<file path="src/rtl/conv_pkg.sv">
// Shared types and constants for the convolution line-buffer path.
package conv_pkg;

    localparam int PIXEL_W     = 8;
    localparam int IMAGE_MAX_W = 1024;
    // Push-to-colD latency of the line buffer (SRAM read plus colD flop).
    localparam int LB_LAT      = 2;

    typedef logic [PIXEL_W-1:0] pixel_t;

    typedef enum logic [1:0] {
        IDLE  = 2'd0,
        LINE0 = 2'd1,
        LINEN = 2'd2,
        FLUSH = 2'd3
    } lb_seq_state_t;

    // One slot of the alignment pipe: the current pixel plus its tags.
    typedef struct packed {
        logic   vld;
        pixel_t dat;
        logic   top;
        logic   eol;
    } lb_entry_t;

endpackage

</file>
<file path="src/rtl/conv_lb_seq_if.sv">
// Signal bundle between the pixel source, the sequencer, the line buffer
// and the aligned-pixel consumer.
//
// Handshake: a pixel on s_* is transferred on a rising clk edge where
// s_vld_i and s_rdy_o are both 1. While s_vld_i is 1 and the pixel has not
// been transferred, the source holds s_dat_i/s_sof_i/s_eol_i/s_eof_i
// stable. s_rdy_o may fall and rise without a transfer. o_rdy_i is the
// downstream stall: with o_rdy_i = 0 nothing is pushed and nothing is
// accepted. state_o exposes the sequencer FSM for observation.
interface conv_lb_seq_if;
    import conv_pkg::*;

    logic          s_vld_i;
    logic          s_rdy_o;
    pixel_t        s_dat_i;
    logic          s_sof_i;
    logic          s_eol_i;
    logic          s_eof_i;
    logic          o_rdy_i;
    logic          lb_push_o;
    logic          lb_pop_o;
    pixel_t        lb_dat_o;
    logic          lb_sof_o;
    logic          lb_eol_o;
    logic          o_vld_o;
    pixel_t        o_dat_o;
    logic          o_top_o;
    logic          o_eol_o;
    logic          err_o;
    lb_seq_state_t state_o;

    // Sequencer side.
    modport slave (
        input  s_vld_i, s_dat_i, s_sof_i, s_eol_i, s_eof_i, o_rdy_i,
        output s_rdy_o, lb_push_o, lb_pop_o, lb_dat_o, lb_sof_o, lb_eol_o,
        output o_vld_o, o_dat_o, o_top_o, o_eol_o, err_o, state_o
    );

    // Source / consumer side.
    modport master (
        output s_vld_i, s_dat_i, s_sof_i, s_eol_i, s_eof_i, o_rdy_i,
        input  s_rdy_o, lb_push_o, lb_pop_o, lb_dat_o, lb_sof_o, lb_eol_o,
        input  o_vld_o, o_dat_o, o_top_o, o_eol_o, err_o, state_o
    );

endinterface

</file>
<file path="src/rtl/conv_lb_align_pipe.sv">
// Enable-gated shift register that delays the current pixel by the line
// buffer read latency so it leaves alongside colD.
module conv_lb_align_pipe
    import conv_pkg::*;
#(
    parameter int DEPTH = conv_pkg::LB_LAT
) (
    input  logic      clk,
    input  logic      rst,
    input  logic      en,
    input  lb_entry_t din,
    output lb_entry_t tail
);

    lb_entry_t pipe [DEPTH];

    // Shift only on line-buffer pushes; only the valid bits need a reset.
    always_ff @(posedge clk) begin
        if (rst) begin
            for (int i = 0; i < DEPTH; i++) begin
                pipe[i].vld <= 1'b0;
            end
        end else if (en) begin
            pipe[0] <= din;
            for (int i = 1; i < DEPTH; i++) begin
                pipe[i] <= pipe[i-1];
            end
        end
    end

    assign tail = pipe[DEPTH-1];

endmodule

</file>
<file path="src/rtl/conv_lb_seq.sv">
// Sequencer in front of the line-buffer controller: turns the pixel stream
// into push/pop/sof/eol beats, tracks line width, and re-aligns the current
// pixel with the buffer's colD output.
module conv_lb_seq #(
    parameter int IMAGE_MAX_W = conv_pkg::IMAGE_MAX_W,
    parameter int LB_LAT      = conv_pkg::LB_LAT
) (
    input logic          clk,
    input logic          rst,
    conv_lb_seq_if.slave bus
);
    import conv_pkg::*;

    localparam int COL_W = $clog2(IMAGE_MAX_W + 1);
    localparam int FL_W  = (LB_LAT > 1) ? $clog2(LB_LAT) : 1;
    localparam logic [FL_W-1:0]  FLUSH_LAST = FL_W'(LB_LAT - 1);
    localparam logic [COL_W-1:0] COL_LAST   = COL_W'(IMAGE_MAX_W - 1);

    lb_seq_state_t    state, state_nxt;
    logic [COL_W-1:0] col, width_r, cur_col, col_inc;
    logic [FL_W-1:0]  flush_cnt;
    logic             s_rdy, acc, act, flush_beat, push;
    logic             in_line0, ovf, pix_eol, frame_end, width_bad;
    lb_entry_t        pipe_in, pipe_tail;

    // Beat qualification. IDLE swallows pixels that do not open a frame;
    // act marks pixels that really enter the line buffer.
    always_comb begin
        s_rdy      = (state != FLUSH) && bus.o_rdy_i;
        acc        = bus.s_vld_i && s_rdy;
        act        = acc && ((state != IDLE) || bus.s_sof_i);
        flush_beat = (state == FLUSH) && bus.o_rdy_i;
        push       = act || flush_beat;
        // A sof pixel always starts a first line, whatever the state.
        in_line0   = bus.s_sof_i || (state == LINE0);
        cur_col    = bus.s_sof_i ? '0 : col;
        col_inc    = cur_col + COL_W'(1);
        ovf        = (cur_col == COL_LAST) && !bus.s_eol_i;
        pix_eol    = bus.s_eol_i || ovf;
        frame_end  = bus.s_eol_i && bus.s_eof_i;
        width_bad  = !in_line0 && pix_eol && (col_inc != width_r);
    end

    // Next-state logic for the line sequencer.
    always_comb begin
        state_nxt = state;
        unique case (state)
            IDLE, LINE0, LINEN: begin
                if (act) begin
                    if (frame_end)     state_nxt = FLUSH;
                    else if (pix_eol)  state_nxt = LINEN;
                    else if (in_line0) state_nxt = LINE0;
                    else               state_nxt = LINEN;
                end
            end
            FLUSH: begin
                if (flush_beat && (flush_cnt == FLUSH_LAST)) state_nxt = IDLE;
            end
            default: state_nxt = IDLE;
        endcase
    end

    // FSM state register.
    always_ff @(posedge clk) begin
        if (rst) state <= IDLE;
        else     state <= state_nxt;
    end

    // Column/width tracking and the sticky error flag.
    always_ff @(posedge clk) begin
        if (rst) begin
            col     <= '0;
            width_r <= '0;
            bus.err_o <= 1'b0;
        end else if (act) begin
            col <= pix_eol ? '0 : col_inc;
            if (in_line0 && pix_eol) width_r <= col_inc;
            if (ovf || width_bad) bus.err_o <= 1'b1;
        end
    end

    // Counts the empty beats that drain the buffer at end of frame.
    always_ff @(posedge clk) begin
        if (rst)             flush_cnt <= '0;
        else if (flush_beat) flush_cnt <= (flush_cnt == FLUSH_LAST) ? '0 : flush_cnt + FL_W'(1);
    end

    // Entry loaded into the alignment pipe on every push; flush beats carry no pixel.
    always_comb begin
        pipe_in.vld = act;
        pipe_in.dat = bus.s_dat_i;
        pipe_in.top = in_line0;
        pipe_in.eol = pix_eol;
    end

    conv_lb_align_pipe #(.DEPTH(LB_LAT)) u_pipe (
        .clk  (clk),
        .rst  (rst),
        .en   (push),
        .din  (pipe_in),
        .tail (pipe_tail)
    );

    // Aligned valid: one cycle after the push that shifted a pixel out.
    always_ff @(posedge clk) begin
        if (rst) bus.o_vld_o <= 1'b0;
        else     bus.o_vld_o <= push && pipe_tail.vld;
    end

    // Aligned payload, captured on the same enable, deliberately not reset.
    always_ff @(posedge clk) begin
        if (push) begin
            bus.o_dat_o <= pipe_tail.dat;
            bus.o_top_o <= pipe_tail.top;
            bus.o_eol_o <= pipe_tail.eol;
        end
    end

    assign bus.s_rdy_o   = s_rdy;
    assign bus.lb_push_o = push;
    assign bus.lb_pop_o  = flush_beat || (act && (state == LINEN) && !bus.s_sof_i);
    assign bus.lb_dat_o  = act ? bus.s_dat_i : '0;
    assign bus.lb_sof_o  = act && bus.s_sof_i;
    assign bus.lb_eol_o  = act && pix_eol;
    assign bus.state_o   = state;

endmodule

</file>
<file path="src/flat_wrapper.sv">
// flat-port wrapper written by rule: the top's interface ports become plain ports
module conv_lb_seq_flat import conv_pkg::*;
#(
    parameter int IMAGE_MAX_W = conv_pkg::IMAGE_MAX_W,
    parameter int LB_LAT      = conv_pkg::LB_LAT
)
  (clk, rst, bus_s_vld_i, bus_s_dat_i, bus_s_sof_i, bus_s_eol_i, bus_s_eof_i, bus_o_rdy_i, bus_s_rdy_o, bus_lb_push_o, bus_lb_pop_o, bus_lb_dat_o, bus_lb_sof_o, bus_lb_eol_o, bus_o_vld_o, bus_o_dat_o, bus_o_top_o, bus_o_eol_o, bus_err_o, bus_state_o);
  conv_lb_seq_if bus_i ();
  input logic clk;
  input logic rst;
  input wire logic [$bits(bus_i.s_vld_i)-1:0] bus_s_vld_i;
  input wire logic [$bits(bus_i.s_dat_i)-1:0] bus_s_dat_i;
  input wire logic [$bits(bus_i.s_sof_i)-1:0] bus_s_sof_i;
  input wire logic [$bits(bus_i.s_eol_i)-1:0] bus_s_eol_i;
  input wire logic [$bits(bus_i.s_eof_i)-1:0] bus_s_eof_i;
  input wire logic [$bits(bus_i.o_rdy_i)-1:0] bus_o_rdy_i;
  output wire logic [$bits(bus_i.s_rdy_o)-1:0] bus_s_rdy_o;
  output wire logic [$bits(bus_i.lb_push_o)-1:0] bus_lb_push_o;
  output wire logic [$bits(bus_i.lb_pop_o)-1:0] bus_lb_pop_o;
  output wire logic [$bits(bus_i.lb_dat_o)-1:0] bus_lb_dat_o;
  output wire logic [$bits(bus_i.lb_sof_o)-1:0] bus_lb_sof_o;
  output wire logic [$bits(bus_i.lb_eol_o)-1:0] bus_lb_eol_o;
  output wire logic [$bits(bus_i.o_vld_o)-1:0] bus_o_vld_o;
  output wire logic [$bits(bus_i.o_dat_o)-1:0] bus_o_dat_o;
  output wire logic [$bits(bus_i.o_top_o)-1:0] bus_o_top_o;
  output wire logic [$bits(bus_i.o_eol_o)-1:0] bus_o_eol_o;
  output wire logic [$bits(bus_i.err_o)-1:0] bus_err_o;
  output wire logic [$bits(bus_i.state_o)-1:0] bus_state_o;
  assign bus_i.s_vld_i = bus_s_vld_i;
  assign bus_i.s_dat_i = bus_s_dat_i;
  assign bus_i.s_sof_i = bus_s_sof_i;
  assign bus_i.s_eol_i = bus_s_eol_i;
  assign bus_i.s_eof_i = bus_s_eof_i;
  assign bus_i.o_rdy_i = bus_o_rdy_i;
  assign bus_s_rdy_o = bus_i.s_rdy_o;
  assign bus_lb_push_o = bus_i.lb_push_o;
  assign bus_lb_pop_o = bus_i.lb_pop_o;
  assign bus_lb_dat_o = bus_i.lb_dat_o;
  assign bus_lb_sof_o = bus_i.lb_sof_o;
  assign bus_lb_eol_o = bus_i.lb_eol_o;
  assign bus_o_vld_o = bus_i.o_vld_o;
  assign bus_o_dat_o = bus_i.o_dat_o;
  assign bus_o_top_o = bus_i.o_top_o;
  assign bus_o_eol_o = bus_i.o_eol_o;
  assign bus_err_o = bus_i.err_o;
  assign bus_state_o = bus_i.state_o;
  conv_lb_seq #(.IMAGE_MAX_W(IMAGE_MAX_W), .LB_LAT(LB_LAT)) u_core (.clk(clk), .rst(rst), .bus(bus_i));
endmodule
</file>
<file path="config.mk">
export PLATFORM = sky130hd
export DESIGN_NAME = conv_lb_seq_flat
export DESIGN_NICKNAME = d
export VERILOG_FILES = /design/src/rtl/conv_pkg.sv /design/src/rtl/conv_lb_seq_if.sv /design/src/rtl/conv_lb_align_pipe.sv /design/src/rtl/conv_lb_seq.sv /design/src/flat_wrapper.sv
export SDC_FILE = /design/constraint.sdc
export NUM_CORES = 1
export LEC_CHECK = 0
export ABC_AREA = 0
export CELL_PAD_IN_SITES_DETAIL_PLACEMENT = 0
export CELL_PAD_IN_SITES_GLOBAL_PLACEMENT = 1
export CORE_MARGIN = 3
export CORE_UTILIZATION = 42
export CTS_CLUSTER_DIAMETER = 30
export DETAILED_ROUTE_END_ITERATION = 7
export PLACE_DENSITY = 0.8
export SLEW_MARGIN = 20
export SYNTH_ARGS = -nofsm -noshare
export SYNTH_HDL_FRONTEND = slang
export SYNTH_HIERARCHICAL = 1
export SYNTH_SLANG_ARGS = --single-unit
</file>
<file path="constraint.sdc">
create_clock -name clk -period 3.9 [get_ports clk]
set_input_delay 0.39 -clock clk [delete_from_list [all_inputs] [get_ports clk]]
set_output_delay 0.39 -clock clk [all_outputs]
set_load 0.02 [all_outputs]
</file>
# Word level (Yosys, flattened, before mapping)
# Memories as Yosys holds them, arrays and structs flattened.
# Cells that the tools add are included.
[totals] ff_bits=37 ramBits=22 in_bits=15 output_inout_bits=27 word_cells=69 mem_count=1
[classes] add_sub_neg=2 n_eq_ne=8 muxes=17 bitwise=2 n_reduce_logical=30
[mem_list] name="u_core.u_pipe.pipe" depth=2 word_bits=11 read_ports=2 rd_ports_with_merged_regs=0 wr=2 line_no="conv_lb_align_pipe.sv:15" source="lb_entry_t pipe [DEPTH];"
[ops] op="2-to-1 mux 11 bit" n=2
[ops] op="logical AND 1 bit" n=15
[ops] op="adder 11 x 1 -> 11 bit (second input constant)" n=1
[ops] op="== test 11 x 10 -> 1 bit (second input constant)" n=1
[ops] op="inequality test 11 bit" n=1
[ops] op="2-to-1 mux 2 bit" n=5
[ops] op="2-to-1 mux 1 bit" n=8
[ops] op="2-to-1 mux 8 bit" n=1
[ops] op="logical OR 1 bit" n=6
[ops] op="AND reduction 2 bit" n=3
[ops] op="== test 2 bit (second input constant)" n=2
[ops] op="inequality test 2 bit (second input constant)" n=2
[ops] op="case mux 2 bit (2 select lines)" n=1
[ops] op="zero test 1 bit" n=3
[ops] op="OR reduction 3 bit" n=1
[ops] op="== test 2 x 1 -> 1 bit (second input constant)" n=1
[ops] op="zero test 2 bit" n=1
[ops] op="inequality test 2 x 1 -> 1 bit (second input constant)" n=1
[ops] op="bitwise OR 1 bit" n=2
[ops] op="nonzero test 2 bit" n=1
[ops] op="adder 1 bit (second input constant)" n=1

# Longest topological paths before layout
[depth] ltp_word=9 mapped_depth=13

# Hierarchy
# Netlist, hierarchy kept.
[modules_own_cells] module="conv_lb_seq" instances=1 cells_each=240 area_each_um2=2053.2 seq_area_each_um2=840.8
[modules_own_cells] module="conv_lb_align_pipe" instances=1 cells_each=61 area_each_um2=980.9 seq_area_each_um2=660.6

# Least setup slack after synthesis
# Ideal clock, no wire load.
[synth_path] path_kind="register to register" from="register u_core.state[0], in the netlist u_core/bus.state_o[0]" to="memory u_core/u_pipe/pipe[0][0] (netlist name), enable pin" setup_ns=0.399 arrival_time_ns=2.884 required_ns=3.501 setup_slack_ns=0.617 path_stages_with_launch=7 n_path_buf=2 period_less_slack_ns=3.283 cell_sequence="dfxtp_1 a21boi_1 nand3_1 buf_2 nand2_1 buf_2 nor2b_1"
[synth_rtl] item="from (decl)" line_no="conv_lb_seq.sv:19" source="lb_seq_state_t state, state_nxt;"
[synth_rtl] item="from (signal assigned)" line_no="conv_lb_seq.sv:66" source="else state <= state_nxt;"
[synth_rtl] item="to (decl)" line_no="conv_lb_align_pipe.sv:15"

# Worst setup path after layout
[layout_path] from="input bus_s_sof_i" to="output bus_lb_eol_o"
[layout_via] elab_chain_cells=5 elab_cells_between_ends=7
[layout_rtl] item="from (decl)" line_no="flat_wrapper.sv:13" source="input wire logic [$bits(bus_i.s_sof_i)-1:0] bus_s_sof_i;"
[layout_rtl] item="2-to-1 mux 11 bit" line_no="conv_lb_seq.sv:36" source="cur_col = bus.s_sof_i ? '0 : col;"
[layout_rtl] item="== test 11 x 10 -> 1 bit" line_no="conv_lb_seq.sv:38" source="ovf = (cur_col == COL_LAST) && !bus.s_eol_i;"
[layout_rtl] item="logical AND 1 bit" line_no="conv_lb_seq.sv:38"
[layout_rtl] item="logical OR 1 bit" line_no="conv_lb_seq.sv:39" source="pix_eol = bus.s_eol_i || ovf;"
[layout_rtl] item="logical AND 1 bit (*)" line_no="conv_lb_seq.sv:124" source="assign bus.lb_eol_o = act && pix_eol;"
[layout_rtl] item="to (decl)" line_no="flat_wrapper.sv:22" source="output wire logic [$bits(bus_i.lb_eol_o)-1:0] bus_lb_eol_o;"
# Mark *: on every way between the ends. The rest lies on a longest branch, timed or not.

==> metrics.txt <==
number of buffers created by CTS 9; required time reported for the critical path endpoint roughly 3.5 ns; Remaining Overflow, GRT 0; worst max-slew margin expressed relative to the limit 61.5%; routability congestion estimate approximately 0.83; total DRC errors in the routed layout 0; class of the tightest hold or removal check reg2reg; Main synth FF type sky130_fd_sc_hd__edfxtp_1; TritonCTS clock tree done; most prevalent standard cell on the critical path sky130_fd_sc_hd__clkdlybuf4s50_1; cell type with the largest total area after synthesis sky130_fd_sc_hd__edfxtp_1; Leak 0.00131 uW; cells along the critical path clkdlybuf4s50_1 > nor2b_1 > ha_1 > and3_1 > a41oi_4 > nor2_1 > clkdlybuf4s50_1; Post-Route Skew 0.0134 ns; average wire length per cell after detail routing between 10 and 15 um; Area Overhead vs Synth 19.2%; vias in the first global route 2050; Hold Path Cell Cnt 0; maximum capacitance violations 0; CTS root buffer sky130_fd_sc_hd__clkbuf_8; pin count of the biggest net entering global routing between 50 and 60; max-slew violation count 0; pin slew with the least headroom to its limit approximately 0.58 ns; DR vias 2243; distinct cell type count of the synthesized netlist 52; Arr. time, crit path ~2.9 ns; number of enable-type register cells in the synthesized netlist 32; sink count of the clock tree a little under 60; area share of the leading cell type in the synthesized netlist around a third; final total power between 1000 and 1500 uW; quantity of gates resized following cts 0; unrepaired setup endpoints after global routing false; vertical die dimension approximately 91 um; number of H-tree branching levels 3; master of the slowest instance on the critical path sky130_fd_sc_hd__clkdlybuf4s50_1; nature of the critical path endpoint primary output; DRT antenna net count 0; highest achievable clock rate between 300 and 400 MHz; Detailed Place HPWL around 4.3 mm; largest vdd supply drop 0.000139 V; post-CTS setup buffer count 0; post-synthesis sequential area ratio between 40% and 50%; routed wire length ~6.3 mm; area of the die a little over 0.008 mm^2; Initial Utilization a little over two fifths; number of cells on the worst reg-to-reg path 8; crit path kind in2out; detailed-route vias per instance between 5 and 6; violation count after the first detailed-route iteration 151; nets@finish approximately 350; fraction of layout cells with a size suffix above 1 a little over a tenth; P per Cell Area ~370 mW/mm^2; Fin Setup TNS 0 ns; min cycle time layout ~3.3 ns; register clock-pin slew on the reported worst setup and hold paths 0.07 ns; Netlist Area Pre-Place 0.00303 mm^2; Final period util 84.8%; hold_buf cts 0; number of top-level pins between 40 and 50; global-route wire length before repair approximately 11 mm; largest cells by area after synthesis sky130_fd_sc_hd__edfxtp_1 32%, sky130_fd_sc_hd__dfxtp_1 18%, sky130_fd_sc_hd__and3b_1 6.6%; Post-Synthesis Net Count approximately 320; mean post-synth cell area between 10 and 15 um^2; register bit count reported by yosys 59; final hold violation count 0; horizontal extent of the die slightly above 90 um; warning count from the yosys run 6; peak per-stage delay on the critical path 0.61 ns; final count of negative-setup-slack endpoints 0; number of core rows 30; Worst-Skew Late Latency about 0.34 ns; biggest fanout along the worst timing path 9; detailed-router iteration count before antenna repair 4; outcome finished clean; number of cells produced by synthesis around 300; startpoint type of the worst setup path input pin; placeable core region 0.00691 mm^2; overall track demand over capacity in global routing between 10% and 20%; Port-buffer cells between 40 and 50; number of antenna violations at the first check in global routing 0; worst-case clock buffer depth 2; number of antenna repair diodes 0; FFs w/ async S/R, synth 0%
worst max-delay path, delay by kind of cell:
family / cells / cell delay, ns
buf+inv: 2 / 1.03
simple gates: 3 / 0.86
fa+ha+maj: 1 / 0.37
compound gates: 1 / 0.26
sequential cells by signal (all words and copies together), names as in the netlist:
register            count
u_core/bus.o_top_o      1
u_core/bus.state_o      2
u_core/flush_cnt        1
u_core/col             11
u_core/bus.err_o        1
u_core/width_r         11
u_core/bus.o_dat_o      8
u_core/bus.o_eol_o      1
u_core/bus.o_vld_o      1
u_core/u_pipe/pipe     22
where the power goes:
part	leakage (uW)	total (uW)	switching (uW)	internal, uW
registers	0.000519	672	6.00	666
clock network	0.0000998	558	260	299
logic	0.000690	115	66.0	49.2
total	0.00131	1350	332	1010
worst paths after layout:
kind                                                start                  to  slack (ns)
worst max-delay path                          bus_s_sof_i        bus_lb_eol_o        0.59
worst min-delay path            u_core/u_pipe/pipe[0][12]  u_core/bus.o_top_o        0.42
worst max register to register              u_core/col[0]   u_core/width_r[8]        1.07
worst min register to register  u_core/u_pipe/pipe[0][12]  u_core/bus.o_top_o        0.42
cells in the mapped netlist (2+ instances only):
master,count
sky130_fd_sc_hd__buf_4,15
sky130_fd_sc_hd__nor3b_1,2
sky130_fd_sc_hd__o21ai_0,7
sky130_fd_sc_hd__buf_6,3
sky130_fd_sc_hd__nand2b_1,2
sky130_fd_sc_hd__nand4_1,3
sky130_fd_sc_hd__o211ai_1,2
sky130_fd_sc_hd__and2_1,8
sky130_fd_sc_hd__a211oi_2,2
sky130_fd_sc_hd__a22oi_1,3
sky130_fd_sc_hd__nand3_2,2
sky130_fd_sc_hd__xnor2_1,10
sky130_fd_sc_hd__nand3_1,10
sky130_fd_sc_hd__dfxtp_1,27
sky130_fd_sc_hd__nor3_2,2
sky130_fd_sc_hd__or3_1,4
sky130_fd_sc_hd__nor2_1,29
sky130_fd_sc_hd__nand2_1,27
sky130_fd_sc_hd__and3_1,2
sky130_fd_sc_hd__nor2b_1,6
sky130_fd_sc_hd__nor3_1,5
sky130_fd_sc_hd__edfxtp_1,32
sky130_fd_sc_hd__and3b_1,23
sky130_fd_sc_hd__inv_1,5
sky130_fd_sc_hd__o21ai_1,4
sky130_fd_sc_hd__and4_1,2
sky130_fd_sc_hd__clkbuf_1,5
sky130_fd_sc_hd__buf_2,6
sky130_fd_sc_hd__a31oi_1,2
sky130_fd_sc_hd__xor2_1,6
sky130_fd_sc_hd__a21oi_1,24
cells by family after synthesis:
logic type      after synthesis  share of synthesized area, %
mux                           1                         0.371
buf+inv                      35                          7.26
xor+xnor                     16                          4.62
fa+ha+maj                     1                         0.412
compound gates               55                          12.2
flops                        59                          49.5
simple gates                134                          25.6
metal layers:
metal | track usage, % | part of all wire [%] | up-vias
li1 | - | - | 1127
met1 | 23.7 | 51 | 1047
met2 | 22.0 | 41 | 62
met3 | 5.30 | 6.1 | 7
met4 | 5.40 | 1.3 | 0
met5 | 0 | 0 | -
layout by cell type (no fill, tap or decap), types with 2 or more instances in the layout:
| master | synthesis | layout |
|---|---|---|
| sky130_fd_sc_hd__nor2_1 | 29 | 29 |
| sky130_fd_sc_hd__nor3b_1 | 2 | 2 |
| sky130_fd_sc_hd__dfxtp_1 | 27 | 27 |
| sky130_fd_sc_hd__xor2_1 | 6 | 6 |
| sky130_fd_sc_hd__nand3_2 | 2 | 2 |
| sky130_fd_sc_hd__and3b_1 | 23 | 23 |
| sky130_fd_sc_hd__and3_1 | 2 | 2 |
| sky130_fd_sc_hd__or3_1 | 4 | 4 |
| sky130_fd_sc_hd__o211ai_1 | 2 | 2 |
| sky130_fd_sc_hd__nor3_1 | 5 | 5 |
| sky130_fd_sc_hd__and4_1 | 2 | 2 |
| sky130_fd_sc_hd__clkdlybuf4s50_1 | 0 | 41 |
| sky130_fd_sc_hd__xnor2_1 | 10 | 10 |
| sky130_fd_sc_hd__edfxtp_1 | 32 | 32 |
| sky130_fd_sc_hd__o21ai_0 | 7 | 7 |
| sky130_fd_sc_hd__buf_4 | 15 | 6 |
| sky130_fd_sc_hd__clkbuf_8 | 0 | 9 |
| sky130_fd_sc_hd__a21oi_1 | 24 | 24 |
| sky130_fd_sc_hd__o21ai_1 | 4 | 4 |
| sky130_fd_sc_hd__a211oi_2 | 2 | 2 |
| sky130_fd_sc_hd__nand2_1 | 27 | 27 |
| sky130_fd_sc_hd__a22oi_1 | 3 | 3 |
| sky130_fd_sc_hd__nand2b_1 | 2 | 2 |
| sky130_fd_sc_hd__a31oi_1 | 2 | 2 |
| sky130_fd_sc_hd__nand4_1 | 3 | 3 |
| sky130_fd_sc_hd__nor2b_1 | 6 | 6 |
| sky130_fd_sc_hd__and2_1 | 8 | 8 |
| sky130_fd_sc_hd__nor3_2 | 2 | 2 |
| sky130_fd_sc_hd__clkinv_4 | 0 | 3 |
| sky130_fd_sc_hd__nand3_1 | 10 | 10 |
| sky130_fd_sc_hd__inv_1 | 5 | 5 |
stage by stage:
stage               setup slack, ns  hold WS (ns)  std cells  cell area, um^2  utilization (%)
finish                        0.592         0.421        431             3620             52.4
global route                  0.422         0.428        431             3620             52.4
CTS                           0.608         0.424        431             3620             52.4
detailed placement            0.646         0.405        415             3410             49.4
global placement              0.662         0.400        415             3410             49.4
floorplan                     0.617         0.444        301             3030                -
layout make-up:
class / instances / area [um^2]
clock buffer: 9 / 124
clock inverter: 7 / 77.6
fill: 664 / 3290
inverter: 6 / 25.0
multi-input combinational: 207 / 1310
sequential: 59 / 1500
tap: 96 / 120
timing repair buffer: 47 / 455
Power figures use the tool's default switching activity.
